--- src/rtl/pixel_hex_tx.sv ---
// ---------------------------------------------------------------------------
// pixel_hex_tx
//
// Turns a stream of 24-bit RGB pixels into ASCII hex text, six characters per
// pixel in the order R[7:4] R[3:0] G[7:4] G[3:0] B[7:4] B[3:0]. This is the
// same text that "%02x%02x%02x" would print. Only one pixel is in flight at a
// time. Both sides use a valid/ready handshake.
//
// Optional feature macro: PIXHEX_NEWLINE_EN
//   defined   : after every LINE_PIXELS pixels, a newline byte (8'h0A) is sent
//               after that pixel's sixth character.
//   undefined : pixels are sent back to back with no separator bytes, and
//               LINE_PIXELS has no effect.
//
// Parameters
//   UPPERCASE    1: hex letters A-F; 0: hex letters a-f
//   LINE_PIXELS  pixels per text line (newline build only), 1..65535
//   CNT_W        width of pix_cnt_o
//
// Ports
//   clk_i        rising-edge clock
//   rst_ni       asynchronous active-low reset
//   pix_valid_i  a pixel is present on pix_rgb_i
//   pix_rgb_i    {R,G,B}, with R in [23:16]
//   pix_ready_o  block can accept a pixel (registered)
//   ch_valid_o   ch_data_o holds a valid ASCII byte (registered)
//   ch_data_o    ASCII character (registered)
//   ch_ready_i   sink accepts ch_data_o this cycle
//   busy_o       high while a pixel is latched and not yet fully sent
//   pix_cnt_o    pixels fully sent since reset; wraps to zero after all-ones
// ---------------------------------------------------------------------------
module pixel_hex_tx #(
    parameter int UPPERCASE   = 0,
    parameter int LINE_PIXELS = 1,
    parameter int CNT_W       = 16
) (
    input  logic             clk_i,
    input  logic             rst_ni,
    input  logic             pix_valid_i,
    input  logic [23:0]      pix_rgb_i,
    output logic             pix_ready_o,
    output logic             ch_valid_o,
    output logic [7:0]       ch_data_o,
    input  logic             ch_ready_i,
    output logic             busy_o,
    output logic [CNT_W-1:0] pix_cnt_o
);

`ifdef PIXHEX_NEWLINE_EN
    typedef enum logic [1:0] {IDLE, SEND, NL} state_e;
    localparam logic [15:0] LINE_LAST = 16'(LINE_PIXELS - 1);
`else
    typedef enum logic [1:0] {IDLE, SEND} state_e;
    logic unused_line_pixels;
    assign unused_line_pixels = (LINE_PIXELS != 0);
`endif

    localparam logic [7:0] LETTER_BASE = (UPPERCASE != 0) ? 8'h41 : 8'h61;

    state_e            state_q, state_d;
    logic [2:0]        char_idx_q, char_idx_d;
    logic [23:0]       pix_q, pix_d;
    logic              pix_ready_q, pix_ready_d;
    logic              ch_valid_q, ch_valid_d;
    logic [7:0]        ch_data_q, ch_data_d;
    logic              busy_q, busy_d;
    logic [CNT_W-1:0]  pix_cnt_q, pix_cnt_d;
    logic              go_idle;
`ifdef PIXHEX_NEWLINE_EN
    logic [15:0]       line_cnt_q, line_cnt_d;
`endif

    function automatic logic [7:0] hex_ascii(input logic [3:0] n);
        if (n < 4'd10) begin
            return 8'h30 + {4'h0, n};
        end
        return LETTER_BASE + {4'h0, n} - 8'd10;
    endfunction

    function automatic logic [3:0] nibble_at(input logic [23:0] p, input logic [2:0] idx);
        case (idx)
            3'd0:    return p[23:20];
            3'd1:    return p[19:16];
            3'd2:    return p[15:12];
            3'd3:    return p[11:8];
            3'd4:    return p[7:4];
            3'd5:    return p[3:0];
            default: return 4'h0;
        endcase
    endfunction

    always_comb begin
        state_d     = state_q;
        char_idx_d  = char_idx_q;
        pix_d       = pix_q;
        pix_ready_d = pix_ready_q;
        ch_valid_d  = ch_valid_q;
        ch_data_d   = ch_data_q;
        busy_d      = busy_q;
        pix_cnt_d   = pix_cnt_q;
        go_idle     = 1'b0;
`ifdef PIXHEX_NEWLINE_EN
        line_cnt_d  = line_cnt_q;
`endif

        case (state_q)
            IDLE: begin
                // pix_ready rises one edge after reset is released.
                pix_ready_d = 1'b1;
                if (pix_valid_i && pix_ready_q) begin
                    pix_d       = pix_rgb_i;
                    pix_ready_d = 1'b0;
                    busy_d      = 1'b1;
                    ch_valid_d  = 1'b1;
                    ch_data_d   = hex_ascii(pix_rgb_i[23:20]);
                    char_idx_d  = 3'd0;
                    state_d     = SEND;
                end
            end
            SEND: begin
                if (ch_ready_i) begin
                    if (char_idx_q == 3'd5) begin
                        pix_cnt_d = pix_cnt_q + CNT_W'(1);
`ifdef PIXHEX_NEWLINE_EN
                        if (line_cnt_q == LINE_LAST) begin
                            line_cnt_d = '0;
                            ch_data_d  = 8'h0A;
                            state_d    = NL;
                        end else begin
                            line_cnt_d = line_cnt_q + 16'd1;
                            go_idle    = 1'b1;
                        end
`else
                        go_idle = 1'b1;
`endif
                    end else begin
                        char_idx_d = char_idx_q + 3'd1;
                        ch_data_d  = hex_ascii(nibble_at(pix_q, char_idx_q + 3'd1));
                    end
                end
            end
`ifdef PIXHEX_NEWLINE_EN
            NL: begin
                if (ch_ready_i) begin
                    go_idle = 1'b1;
                end
            end
`endif
            default: begin
                state_d = IDLE;
            end
        endcase

        // Pixel finished: the output drops and a new pixel can be taken
        // on the very next edge, which gives 7 cycles per pixel.
        if (go_idle) begin
            state_d     = IDLE;
            ch_valid_d  = 1'b0;
            pix_ready_d = 1'b1;
            busy_d      = 1'b0;
        end
    end

    always_ff @(posedge clk_i or negedge rst_ni) begin
        if (!rst_ni) begin
            state_q     <= IDLE;
            char_idx_q  <= 3'd0;
            pix_q       <= 24'h0;
            pix_ready_q <= 1'b0;
            ch_valid_q  <= 1'b0;
            ch_data_q   <= 8'h00;
            busy_q      <= 1'b0;
            pix_cnt_q   <= '0;
`ifdef PIXHEX_NEWLINE_EN
            line_cnt_q  <= 16'd0;
`endif
        end else begin
            state_q     <= state_d;
            char_idx_q  <= char_idx_d;
            pix_q       <= pix_d;
            pix_ready_q <= pix_ready_d;
            ch_valid_q  <= ch_valid_d;
            ch_data_q   <= ch_data_d;
            busy_q      <= busy_d;
            pix_cnt_q   <= pix_cnt_d;
`ifdef PIXHEX_NEWLINE_EN
            line_cnt_q  <= line_cnt_d;
`endif
        end
    end

    assign pix_ready_o = pix_ready_q;
    assign ch_valid_o  = ch_valid_q;
    assign ch_data_o   = ch_data_q;
    assign busy_o      = busy_q;
    assign pix_cnt_o   = pix_cnt_q;

endmodule
--- config.mk ---
export PLATFORM = sky130hd
export DESIGN_NAME = pixel_hex_tx
export DESIGN_NICKNAME = d
export VERILOG_FILES = /design/src/rtl/pixel_hex_tx.sv
export SDC_FILE = /design/constraint.sdc
export NUM_CORES = 1
export LEC_CHECK = 0
export CAP_MARGIN = 5
export CELL_PAD_IN_SITES_DETAIL_PLACEMENT = 1
export CELL_PAD_IN_SITES_GLOBAL_PLACEMENT = 1
export CORE_ASPECT_RATIO = 0.9
export CORE_MARGIN = 8
export CORE_UTILIZATION = 25
export DETAILED_ROUTE_END_ITERATION = 6
export MAX_ROUTING_LAYER = met4
export PLACE_DENSITY_LB_ADDON = 0.1
export SKIP_LAST_GASP = 1
export SLEW_MARGIN = 20
export SYNTH_ARGS = -nofsm -noshare
export SYNTH_HDL_FRONTEND = slang
export SYNTH_SLANG_ARGS = --single-unit
--- constraint.sdc ---
create_clock -name clk_i -period 3.86 [get_ports clk_i]
set_input_delay 0.386 -clock clk_i [delete_from_list [all_inputs] [get_ports clk_i]]
set_output_delay 0.386 -clock clk_i [all_outputs]
set_load 0.02 [all_outputs]
== Word-level counts from Yosys, hierarchy flattened ==
Index checks and enable logic that the tools add are counted.
W data, S select, Z words.

* Memories: 0
* Output and inout bits: 27
* Bits of input ports: 28
* Bits in latches: 0
* ROM bits: 0
* Bits in writable memories: 0
* Bits in registers: 55
* Word-level logic and storage cells: 75

* Reductions and logical operators: 11
* Div/mod/pow operators: 0
* Muxes and demuxes: 35
* Add/sub/neg operators: 8
* Equality and inequality tests: 12
* Order comparisons: 2
* $mul: 0
* Shifts and indexed selects: 0
* Bitwise gates (word level): 0

{| class="wikitable"
|+ Operators with widths
! operator !! count
|-
| $mux W8 || 7
|-
| $pmux W4 S6 || 1
|-
| $add A16 B1 Y16 const B || 1
|-
| $add A7 B4 Y8 const A || 2
|-
| $mux W1 || 16
|-
| $pmux W8 S2 || 1
|-
| $sub A8 B4 Y8 const B || 2
|-
| $add A6 B4 Y7 const A || 2
|-
| $mux W4 || 3
|-
| $eq A3 B3 Y1 const B || 3
|-
| $mux W3 || 3
|-
| $lt A4 B4 Y1 const B || 2
|-
| $ne A2 B2 Y1 const B || 4
|-
| $eq A3 B2 Y1 const B || 2
|-
| $pmux W3 S2 || 1
|-
| $reduce_and A2 Y1 || 3
|-
| $reduce_bool A2 Y1 || 3
|-
| $mux W2 || 2
|-
| $pmux W2 S2 || 1
|-
| $reduce_and A4 Y1 || 1
|-
| $add A3 B1 Y3 const B || 1
|-
| $eq A3 B1 Y1 const B || 1
|-
| $logic_not A3 Y1 || 1
|-
| $ne A3 B3 Y1 const B || 1
|-
| other kinds (4) || 4
|}

== Depth between registers and ports, before layout ==
Gate-level depths: netlist of run 1.

* Depth in word-level cells: 15
* Depth in mapped cells: 11
* Mapped depth without buffers: 9

== Worst setup path after synthesis of run 1 ==
No wires, ideal clock.

* Path kind: register to register
* Start point: register char_idx_q[0]
* End point: register ch_data_q[2], in the netlist ch_data_o[2]
* Library setup time: 0.073 ns
* Period minus slack after synthesis: 2.162 ns
* Slack: 1.698 ns
* Arrival time: 2.089 ns
* Data required time: 3.787 ns
* Cell stages (with the launch flop): 11
* Buffers on the path: 2
* Cell sequence: dfrtp_1 -> ha_1 -> xnor2_1 -> buf_6 -> a221oi_2 -> or2_1 -> buf_6 -> ha_1 -> and3_1 -> o221a_2 -> a21oi_2

* Word-level cells in the longest chain between the ends: 15
* Elaborated cells on any way between the ends: 27
* Those cells by class: 4 x add/sub; 1 x order compare; 7 x eq/ne; 13 x mux; 2 x reduce/logical

{| class="wikitable"
|+ Ends and longest elaborated chain
! element !! line !! text
|-
| from (decl) || 61 || <nowiki>logic [2:0] char_idx_q, char_idx_d;</nowiki>
|-
| from (signal assigned) || 179 || <nowiki>char_idx_q <= char_idx_d;</nowiki>
|-
| parallel branches: the longest is 15 deep, another holds $add A7 B4 Y8 || -- ||
|-
| to (signal assigned) || 183 || <nowiki>ch_data_q <= ch_data_d;</nowiki>
|-
| to (decl) || 65 || <nowiki>logic [7:0] ch_data_q, ch_data_d;</nowiki>
|}

Several ways; the timed one is not identified. The select of a mux whose other input is x is not followed.
A chain may end at the register's enable or synchronous reset.

== Worst setup path in the final report of run 1 ==
Same ends and word-level chain as after synthesis.

==> results.sh, run 1 <==
export IMPL_syn_avg_cell_area_um2=11.5
export IMPL_fp_dieH_um=113
export IMPL_numClockSinks=53
export IMPL_path_buf_inv=1
export IMPL_slew_viol_final=0
export IMPL_io_buffers=53
export IMPL_critPathLaunchType="register"
export IMPL_cp_slowest_cell="dfrtp_1"
export IMPL_drt_drc_violations_left=0
export IMPL_p_int_mw=1.58
export IMPL_crit_path_end_kind="register"
export IMPL_cpPeakStageDelay_ns=0.44
export IMPL_hold_buffers=0
export IMPL_fp_dieW_um=124
export IMPL_async_reset_ff_frac=1.00
export IMPL_nets=314
export IMPL_setup_tns_ns=0
export IMPL_irDropWorstVdd_mv=0.276
export IMPL_gr_total_overflow=0
export IMPL_min_period_over_period=0.611
export IMPL_max_slew_worst_pin_slew_ns=0.826
export IMPL_swShare=0.385
export IMPL_grtUsageTotal=0.105
export IMPL_drt_first_pass_iters=5
export IMPL_yosysWarnings=0
export IMPL_cp_top_family="simple AND/OR/NAND/NOR gates"
export IMPL_drt_iter0_drc=53
export IMPL_finalNonFillerCells=408
export IMPL_synthCells=227
export IMPL_antenna_found_initial=0
export IMPL_wl_um=6870
export IMPL_ctsHtreeMaxLevel=2
export IMPL_maxCapViolations=0
export IMPL_ioPinCount=55
export IMPL_status="complete, no violations"
export IMPL_power_switching_uw=993
export IMPL_pwr_density_cell_mw_per_mm2=764
export IMPL_cts_resized=0
export IMPL_clk_latency_ns=0.28
export IMPL_viasPerCell=4.67
export IMPL_grt_pass1_wl_um=11200
export IMPL_grt_max_degree=29
export IMPL_cts_path_max_buffers=2
export IMPL_start_util=0.255
export IMPL_setup_viol=0
export IMPL_mostFrequentLayoutCell="dfrtp_1"
export IMPL_holdWs_ns=0.115
export IMPL_fill_cells=1118
export IMPL_postRouteAntennaNets=0
export IMPL_finalHoldViolations=0
export IMPL_area_growth_pct=29.6
export IMPL_relSlewSlack=0.447
export IMPL_n_antenna_cell=0
export IMPL_clkTransAtPathRegs_ns=0.07
export IMPL_globalplace_congestion=0.684
export IMPL_ys_seq_area_frac=0.509
export IMPL_grt_pass1_vias=2051
export IMPL_wl_per_cell_um=16.8
export IMPL_clockRootBuffer="clkbuf_16"
export IMPL_hp_class="in2async"
export IMPL_rsz0062_at_grt="false"
export IMPL_crit_type="reg2reg"
export IMPL_core_mm2=0.0102
export IMPL_synthDistinctLibCells=46
export IMPL_design_die_area_mm2=0.0139
export IMPL_power_mw=2.58
export IMPL_p_comb_frac=0.460
export IMPL_cp_cell_sequence="inv_1 -> ha_1 -> a22oi_1 -> and3_1 -> or2_1 -> ha_1 -> and3_1 -> o221a_2 -> a21oi_2"
export IMPL_rows=35
export IMPL_synth_edf_count=0
export IMPL_cts_tree="done"
export IMPL_skew_ns=0.00523
export IMPL_synth_area_mm2=0.00260
export IMPL_critPathRequiredTime_ns=4.08
export IMPL_syn_num_nets=263
export IMPL_synth_seq_cells=53
export IMPL_layout_common_cells="dfrtp_1, clkdlybuf4s50_1, mux2_2"
export IMPL_power_frac_seq=0.370
export IMPL_clkPwrFrac=0.169
export IMPL_dp_hpwl_um=5270
export IMPL_min_period_ns=2.36
export IMPL_fmax_mhz=424
export IMPL_placedCellCount=400
export IMPL_drive_above_1_share=0.147
export IMPL_crit_path_max_fanout=8
export IMPL_post_cts_buffers=0
export IMPL_ys_flop_type="dfrtp_1"
export IMPL_crit_arrival_ns=2.57
export IMPL_numCtsBuffers=5
export IMPL_vias=1905
export IMPL_p_leak_nw=1.42
## worst register-to-register path, cell delays in order (launching register included)
cell and delay (ns):
dfrtp_1 0.44, inv_1 0.11, ha_1 0.37, a22oi_1 0.14, and3_1 0.20, or2_1 0.28, ha_1 0.23, and3_1 0.16
o221a_2 0.25, a21oi_2 0.12
## worst paths after layout
path                          startpoint      endpoint  slack (ns)  depth (start not counted)
hold reg to reg             ch_data_o[5]  ch_data_o[5]        0.48                          1
max in group asynchronous         rst_ni  pix_cnt_o[9]        2.91                          2
setup / recovery           char_idx_q[0]  ch_data_o[2]        1.50                          9
hold / removal                    rst_ni     pix_q[14]        0.11                          1
setup reg to reg           char_idx_q[0]  ch_data_o[2]        1.50                          9
min in group clk_i          ch_data_o[5]  ch_data_o[5]        0.48                          1
## cells by family after synthesis
kind of cell,count (synthesis),synth area share
adders and majority gates,8,0.0384
buffers and inverters,17,0.0365
DFF,53,0.509
muxes,23,0.0995
AOI/OAI and AO/OA,44,0.126
and+or+nand+nor,64,0.131
xor gates and xnor gates,17,0.0572
other,1,0.00144
## Yosys cell counts (2+ instances only)
cell / n / area, µm²
a22oi_1: 6 / 45.0
buf_4: 3 / 22.5
a22o_1: 4 / 35.0
a31oi_1: 2 / 12.5
a221oi_1: 2 / 17.5
o21ai_0: 9 / 45.0
nor2_1: 12 / 45.0
nand3b_1: 2 / 15.0
xor2_1: 6 / 52.6
nand3_1: 7 / 35.0
clkbuf_1: 3 / 11.3
nand2_1: 16 / 60.1
buf_2: 4 / 20.0
a21oi_1: 6 / 30.0
o22ai_1: 2 / 12.5
inv_1: 5 / 18.8
a221oi_2: 2 / 30.0
mux2_2: 23 / 259
or2_1: 2 / 12.5
dfrtp_1: 53 / 1330
buf_6: 2 / 22.5
or2b_1: 2 / 15.0
and4_1: 3 / 26.3
and3_1: 6 / 37.5
ha_1: 8 / 100
xnor2_1: 11 / 96.3
nand4_1: 7 / 43.8
## power groups by stage
stage          clock, mW  sequential (mW)  combinational, mW
2_1_floorplan          0            0.969              0.821
3_5_place_dp           0            0.968               1.20
6_report           0.437            0.954               1.19
3_3_place_gp           0            0.970               1.19
4_1_cts            0.456            0.960               1.21
5_1_grt            0.476            0.990               1.31
## sequential cells by signal (all words and copies together), names as in the netlist
| name | flops |
|---|---|
| pix_cnt_o | 16 |
| busy_o | 1 |
| pix_ready_o | 1 |
| ch_data_o | 7 |
| char_idx_q | 3 |
| state_q | 1 |
| pix_q | 24 |
## through the flow
stage | util | area, µm² | worst slack [ns]
6_report | 0.331 | 3380 | 1.50
5_1_grt | 0.331 | 3380 | 1.36
4_1_cts | 0.331 | 3380 | 1.50
3_5_place_dp | 0.317 | 3240 | 1.52
3_3_place_gp | 0.317 | 3240 | 1.56
2_1_floorplan | - | 2600 | 1.70
## routing by layer
layer  track usage  wire (µm)
met1         0.149       3550
met2         0.153       3060
met3        0.0189        216
met4        0.0217         48
met5             -          0
## area by class of cell
type	instances	area [µm²]	area share
sequential	53	1330	0.393
multi-input combinational	157	1180	0.350
timing repair buffer	56	548	0.162
tap	129	161	0.0478
clock buffer	6	129	0.0382
inverter	5	18.8	0.00556
clock inverter	2	10.0	0.00297
Note: power is estimated with default switching activity, not from simulation.
==> run 2, diff against run 1 <==
- clock period: 3.86 -> 2.2 ns (I/O delays scaled with it)
==> results.sh, run 2 (synthesis gave the netlist of run 1 again) <==
export IMPL_cp_slowest_cell="dfrtp_1"
export IMPL_layout_common_cells="dfrtp_1, clkdlybuf4s50_1, mux2_2"
export IMPL_largest_register_ff_count=24
export IMPL_area_growth_pct=38.0
export IMPL_start_util=0.255
export IMPL_n_antenna_cell=0
export IMPL_cpPeakStageDelay_ns=0.43
export IMPL_globalplace_congestion=0.735
export IMPL_drt_first_pass_iters=6
export IMPL_nets=330
export IMPL_regToRegEndpoint="ch_data_o[2]"
export IMPL_crit_path_end_kind="register"
export IMPL_cts_tree="done"
export IMPL_ioPinCount=55
export IMPL_setup_viol=0
export IMPL_critPathLaunchType="register"
export IMPL_holdWs_ns=0.0618
export IMPL_fmax_mhz=467
export IMPL_irDropWorstVdd_mv=0.471
export IMPL_drt_iter0_drc=56
export IMPL_viasPerCell=4.69
export IMPL_drt_drc_violations_left=0
export IMPL_rr_worst_depth=9
export IMPL_critPathRequiredTime_ns=2.37
export IMPL_setup_tns_ns=0
export IMPL_core_mm2=0.0102
export IMPL_wl_per_cell_um=16.4
export IMPL_r2r_slack_ns=0.06
export IMPL_grt_pass1_wl_um=11200
export IMPL_setup_slack_ns=0.0582
export IMPL_numCtsBuffers=5
export IMPL_dpl_instance_area_mm2=0.00330
export IMPL_maxCapViolations=0
export IMPL_clk_latency_ns=0.29
export IMPL_wl_met1_um=3440
export IMPL_cp_cell_sequence="buf_4 -> ha_4 -> a22o_1 -> a221oi_2 -> a21o_1 -> ha_2 -> and3_4 -> o221a_4 -> a21oi_2"
export IMPL_grtUsageTotal=0.105
export IMPL_clkTransAtPathRegs_ns=0.07
export IMPL_crit_type="reg2reg"
export IMPL_regMostFlops="pix_q"
export IMPL_crit_path_max_fanout=4
export IMPL_route_met2_wl_um=3240
export IMPL_highest_layer="met4"
export IMPL_status="complete, no violations"
export IMPL_postLayoutCellArea_mm2=0.00359
export IMPL_design_die_area_mm2=0.0139
export IMPL_fill_cells=1141
export IMPL_wl_met3_um=181
export IMPL_slew_viol_final=0
export IMPL_rows=35
export IMPL_relSlewSlack=0.537
export IMPL_min_period_ns=2.14
export IMPL_dp_hpwl_um=5110
export IMPL_grt_pass1_vias=2109
export IMPL_wl_um=6940
export IMPL_register_area_mm2=0.00133
export IMPL_finalHoldViolations=0
export IMPL_skew_ns=0.00694
export IMPL_numClockSinks=53
export IMPL_fp_dieW_um=124
export IMPL_ctsHtreeMaxLevel=2
export IMPL_p_leak_nw=1.51
export IMPL_cts_path_max_buffers=2
export IMPL_min_period_over_period=0.974
export IMPL_vias=1989
export IMPL_place_ws_ns=0.0146
export IMPL_crit_arrival_ns=2.31
export IMPL_clockRootBuffer="clkbuf_16"
export IMPL_hp_class="in2async"
export IMPL_timing_rr_start="char_idx_q[1]"
export IMPL_postRouteAntennaNets=0
export IMPL_gr_total_overflow=0
export IMPL_io_buffers=53
export IMPL_antenna_found_initial=0
export IMPL_pwr_density_cell_mw_per_mm2=1410
export IMPL_fp_dieH_um=113
export IMPL_final_util=0.352
export IMPL_drive_above_1_share=0.234
export IMPL_max_slew_worst_pin_slew_ns=0.694
export IMPL_multiInputGateArea_mm2=0.00124
export IMPL_grt_max_degree=54
export IMPL_rsz0062_at_grt="true"
-- run 2: area by class of cell --
type,count,area share
Clock inverter,1,0.00836
Multi-Input combinational cell,157,0.346
Clock buffer,7,0.0397
Sequential cell,53,0.369
Tap cell,129,0.0449
Inverter,5,0.00522
Timing Repair Buffer,72,0.186
-- run 2: worst max-delay path: cells and delay by family, from the launching register on --
| kind | cells | cell delay (ns) |
|---|---|---|
| AO/OA/AOI/OAI | 5 | 0.92 |
| AND/OR/NAND/NOR | 1 | 0.18 |
| flip-flops | 1 | 0.43 |
| adder cells (fa/ha/maj) | 2 | 0.34 |
| buffers and inverters | 1 | 0.16 |
-- run 2: worst max-delay path by stage --
stage | from | to | slack [ns] | cells past startpoint
6_report | char_idx_q[1] | ch_data_o[2] | 0.06 | 9
5_1_grt | char_idx_q[1] | ch_data_o[2] | -0.08 | 9
4_1_cts | char_idx_q[0] | ch_data_o[2] | 0.005 | 9
3_5_place_dp | char_idx_q[0] | ch_data_o[2] | 0.01 | 9
3_3_place_gp | char_idx_q[0] | ch_data_o[2] | 0.05 | 9
2_1_floorplan | char_idx_q[0] | ch_data_o[2] | 0.04 | 10
-- run 2: timing repair --
item / 4_1_cts / 5_1_grt
pin swaps: 0 / 6
hold buffers: 0 / 0
gates resized for setup: 1 / 14
setup buffers: 1 / 7
endpoints found under the setup margin: 1 / 6
-- run 2: where the power goes --
part	switching [mW]	internal, mW	leakage [nW]
logic	1.20	1.29	0.773
clock network	0.347	0.569	0.0841
registers	0.305	1.35	0.653
-- run 2: routing by layer --
layer,vias up,GRT usage
li1,957,-
met1,1001,0.139
met2,26,0.160
met3,5,0.0184
met4,0,0.0313
met5,-,-
-- run 2: metrics by stage --
step | power (mW) | cells
floorplan | 3.14 | 227
global placement | 3.89 | 408
finish | 5.06 | 424
global route | 5.47 | 424
CTS | 4.88 | 417
detailed placement | 3.90 | 408
==> run 3, diff against run 2 <==
- CORE_UTILIZATION: 25 -> 40
==> results.sh, run 3 (synthesis gave the netlist of run 1 again) <==
export IMPL_slew_viol_final=0
export IMPL_area_growth_pct=33.3
export IMPL_min_period_over_period=0.972
export IMPL_viasPerCell=5.09
export IMPL_place_ws_ns=-0.00808
export IMPL_swShare=0.385
export IMPL_crit_path_max_fanout=5
export IMPL_skew_ns=0.00657
export IMPL_critPathLaunchType="register"
export IMPL_critPathRequiredTime_ns=2.39
export IMPL_fp_dieH_um=92.5
export IMPL_grt_pass1_vias=2058
export IMPL_regMostFlops="pix_q"
export IMPL_drt_first_pass_iters=4
export IMPL_io_buffers=53
export IMPL_power_switching_mw=1.82
export IMPL_status="complete, no violations"
export IMPL_cts_tree="done"
export IMPL_nets=331
export IMPL_crit_type="reg2reg"
export IMPL_drive_above_1_share=0.233
export IMPL_path_buf_inv=1
export IMPL_max_slew_worst_pin_slew_ns=0.628
export IMPL_setup_tns_ns=0
export IMPL_globalplace_congestion=0.797
export IMPL_pwr_density_cell_mw_per_mm2=1360
export IMPL_use_met1=0.194
export IMPL_dp_hpwl_um=4990
export IMPL_largest_register_ff_count=24
export IMPL_irDropWorstVdd_mv=0.502
export IMPL_cpPeakStageDelay_ns=0.43
export IMPL_cp_cell_sequence="ha_2 -> xnor2_2 -> buf_4 -> and3_4 -> or2_4 -> ha_2 -> a21oi_1 -> a221o_1"
export IMPL_setup_slack_ns=0.0610
export IMPL_grtUsageTotal=0.144
export IMPL_numCtsBuffers=5
export IMPL_clkTransAtPathRegs_ns=0.09
export IMPL_final_util=0.538
export IMPL_power_frac_seq=0.353
export IMPL_grt_max_degree=28
export IMPL_setup_viol=0
export IMPL_postRouteAntennaNets=0
export IMPL_crit_path_end_kind="register"
export IMPL_gr_total_overflow=0
export IMPL_path_common_cell="ha_2"
export IMPL_wl_per_cell_um=16.8
export IMPL_cp_slowest_cell="dfrtp_1"
export IMPL_grt_use_met3=0.0315
export IMPL_fp_dieW_um=101
export IMPL_core_mm2=0.00645
export IMPL_clk_latency_ns=0.30
export IMPL_rows=28
export IMPL_grt_use_met2=0.217
export IMPL_finalHoldViolations=0
export IMPL_start_util=0.404
export IMPL_antenna_found_initial=0
export IMPL_grt_busiest_layer="met2"
export IMPL_hp_class="in2async"
export IMPL_design_die_area_mm2=0.00935
export IMPL_numClockSinks=53
export IMPL_drt_iter0_drc=50
export IMPL_clockRootBuffer="clkbuf_8"
export IMPL_vias=1964
export IMPL_cp_top_family="adder cells"
export IMPL_ctsHtreeMaxLevel=2
export IMPL_cts_path_max_buffers=2
export IMPL_drt_drc_violations_left=0
export IMPL_clkPwrFrac=0.114
export IMPL_n_antenna_cell=0
export IMPL_grt_pass1_wl_um=10500
export IMPL_fmax_mhz=468
export IMPL_layout_common_cells="dfrtp_1, clkdlybuf4s50_1, mux2_2"
export IMPL_crit_arrival_ns=2.32
export IMPL_wl_um=6500
export IMPL_p_comb_frac=0.533
export IMPL_relSlewSlack=0.581
export IMPL_ioPinCount=55
export IMPL_p_leak_nw=1.48
export IMPL_min_period_ns=2.14
export IMPL_holdWs_ns=0.466
export IMPL_p_int_mw=2.91
export IMPL_maxCapViolations=0
-- run 3: changes by cell type in the layout (fill, tap and decap cells not counted), sizes merged --
cell,delta
clkdlybuf4s15,+1
bufinv,-1
clkinvlp,+1
buf,-1
dlygate4sd3,+1
-- run 3: path summary, 6_finish.rpt --
kind	startpoint	end	slack, ns	cells past startpoint
setup / recovery	char_idx_q[1]	ch_data_o[1]	0.06	8
hold / removal	rst_ni	ch_data_o[3]	0.47	2
setup reg to reg	char_idx_q[1]	ch_data_o[1]	0.06	8
hold reg to reg	ch_data_o[5]	ch_data_o[5]	0.47	1
max in group asynchronous	rst_ni	pix_q[21]	1.18	3
min in group clk_i	ch_data_o[5]	ch_data_o[5]	0.47	1
-- run 3: through the flow --
stage | total power [mW] | cell area [µm²] | instances
6_report | 4.73 | 3470 | 386
5_1_grt | 5.07 | 3470 | 386
4_1_cts | 4.49 | 3370 | 378
3_5_place_dp | 3.90 | 3250 | 368
3_3_place_gp | 3.83 | 3250 | 368
2_1_floorplan | 3.14 | 2600 | 227
-- run 3: power groups by stage --
stage / sequential [mW] / combinational, mW / clock (mW)
after floorplan: 1.70 / 1.44 / 0
after detailed placement: 1.68 / 2.22 / 0
final: 1.67 / 2.52 / 0.537
after CTS: 1.67 / 2.26 / 0.560
after global routing: 1.72 / 2.75 / 0.597
after global placement: 1.68 / 2.15 / 0
-- run 3: what timing repair did --
item | 4_1_cts | 5_1_grt
hold endpoints to repair | 26 | 0
buffers inserted | 1 | 7
endpoints found under the setup margin | 1 | 2
pin swaps | 0 | 4
hold buffers | 1 | 0
resized for setup | 3 | 11
cloned | 0 | 1
-- run 3: layer usage --
metal / vias to the layer above / routed length [µm]
li1: 956 / -
met1: 961 / 3250
met2: 41 / 2950
met3: 6 / 243
met4: 0 / 54
met5: - / 0
-- run 3: worst reg2reg max path, cell delays in order (launching register included) --
cell	delay, ns
dfrtp_1	0.43
ha_2	0.23
xnor2_2	0.15
buf_4	0.16
and3_4	0.15
or2_4	0.25
ha_2	0.31
a21oi_1	0.06
a221o_1	0.29
-- run 3: layout make-up --
class,count,area [µm²]
Clock inverter,1,7.51
Inverter,5,18.8
Fill cell,718,2980
Sequential cell,53,1330
Tap cell,90,113
Multi-Input combinational cell,157,1230
Timing Repair Buffer,73,694
Clock buffer,7,76.3
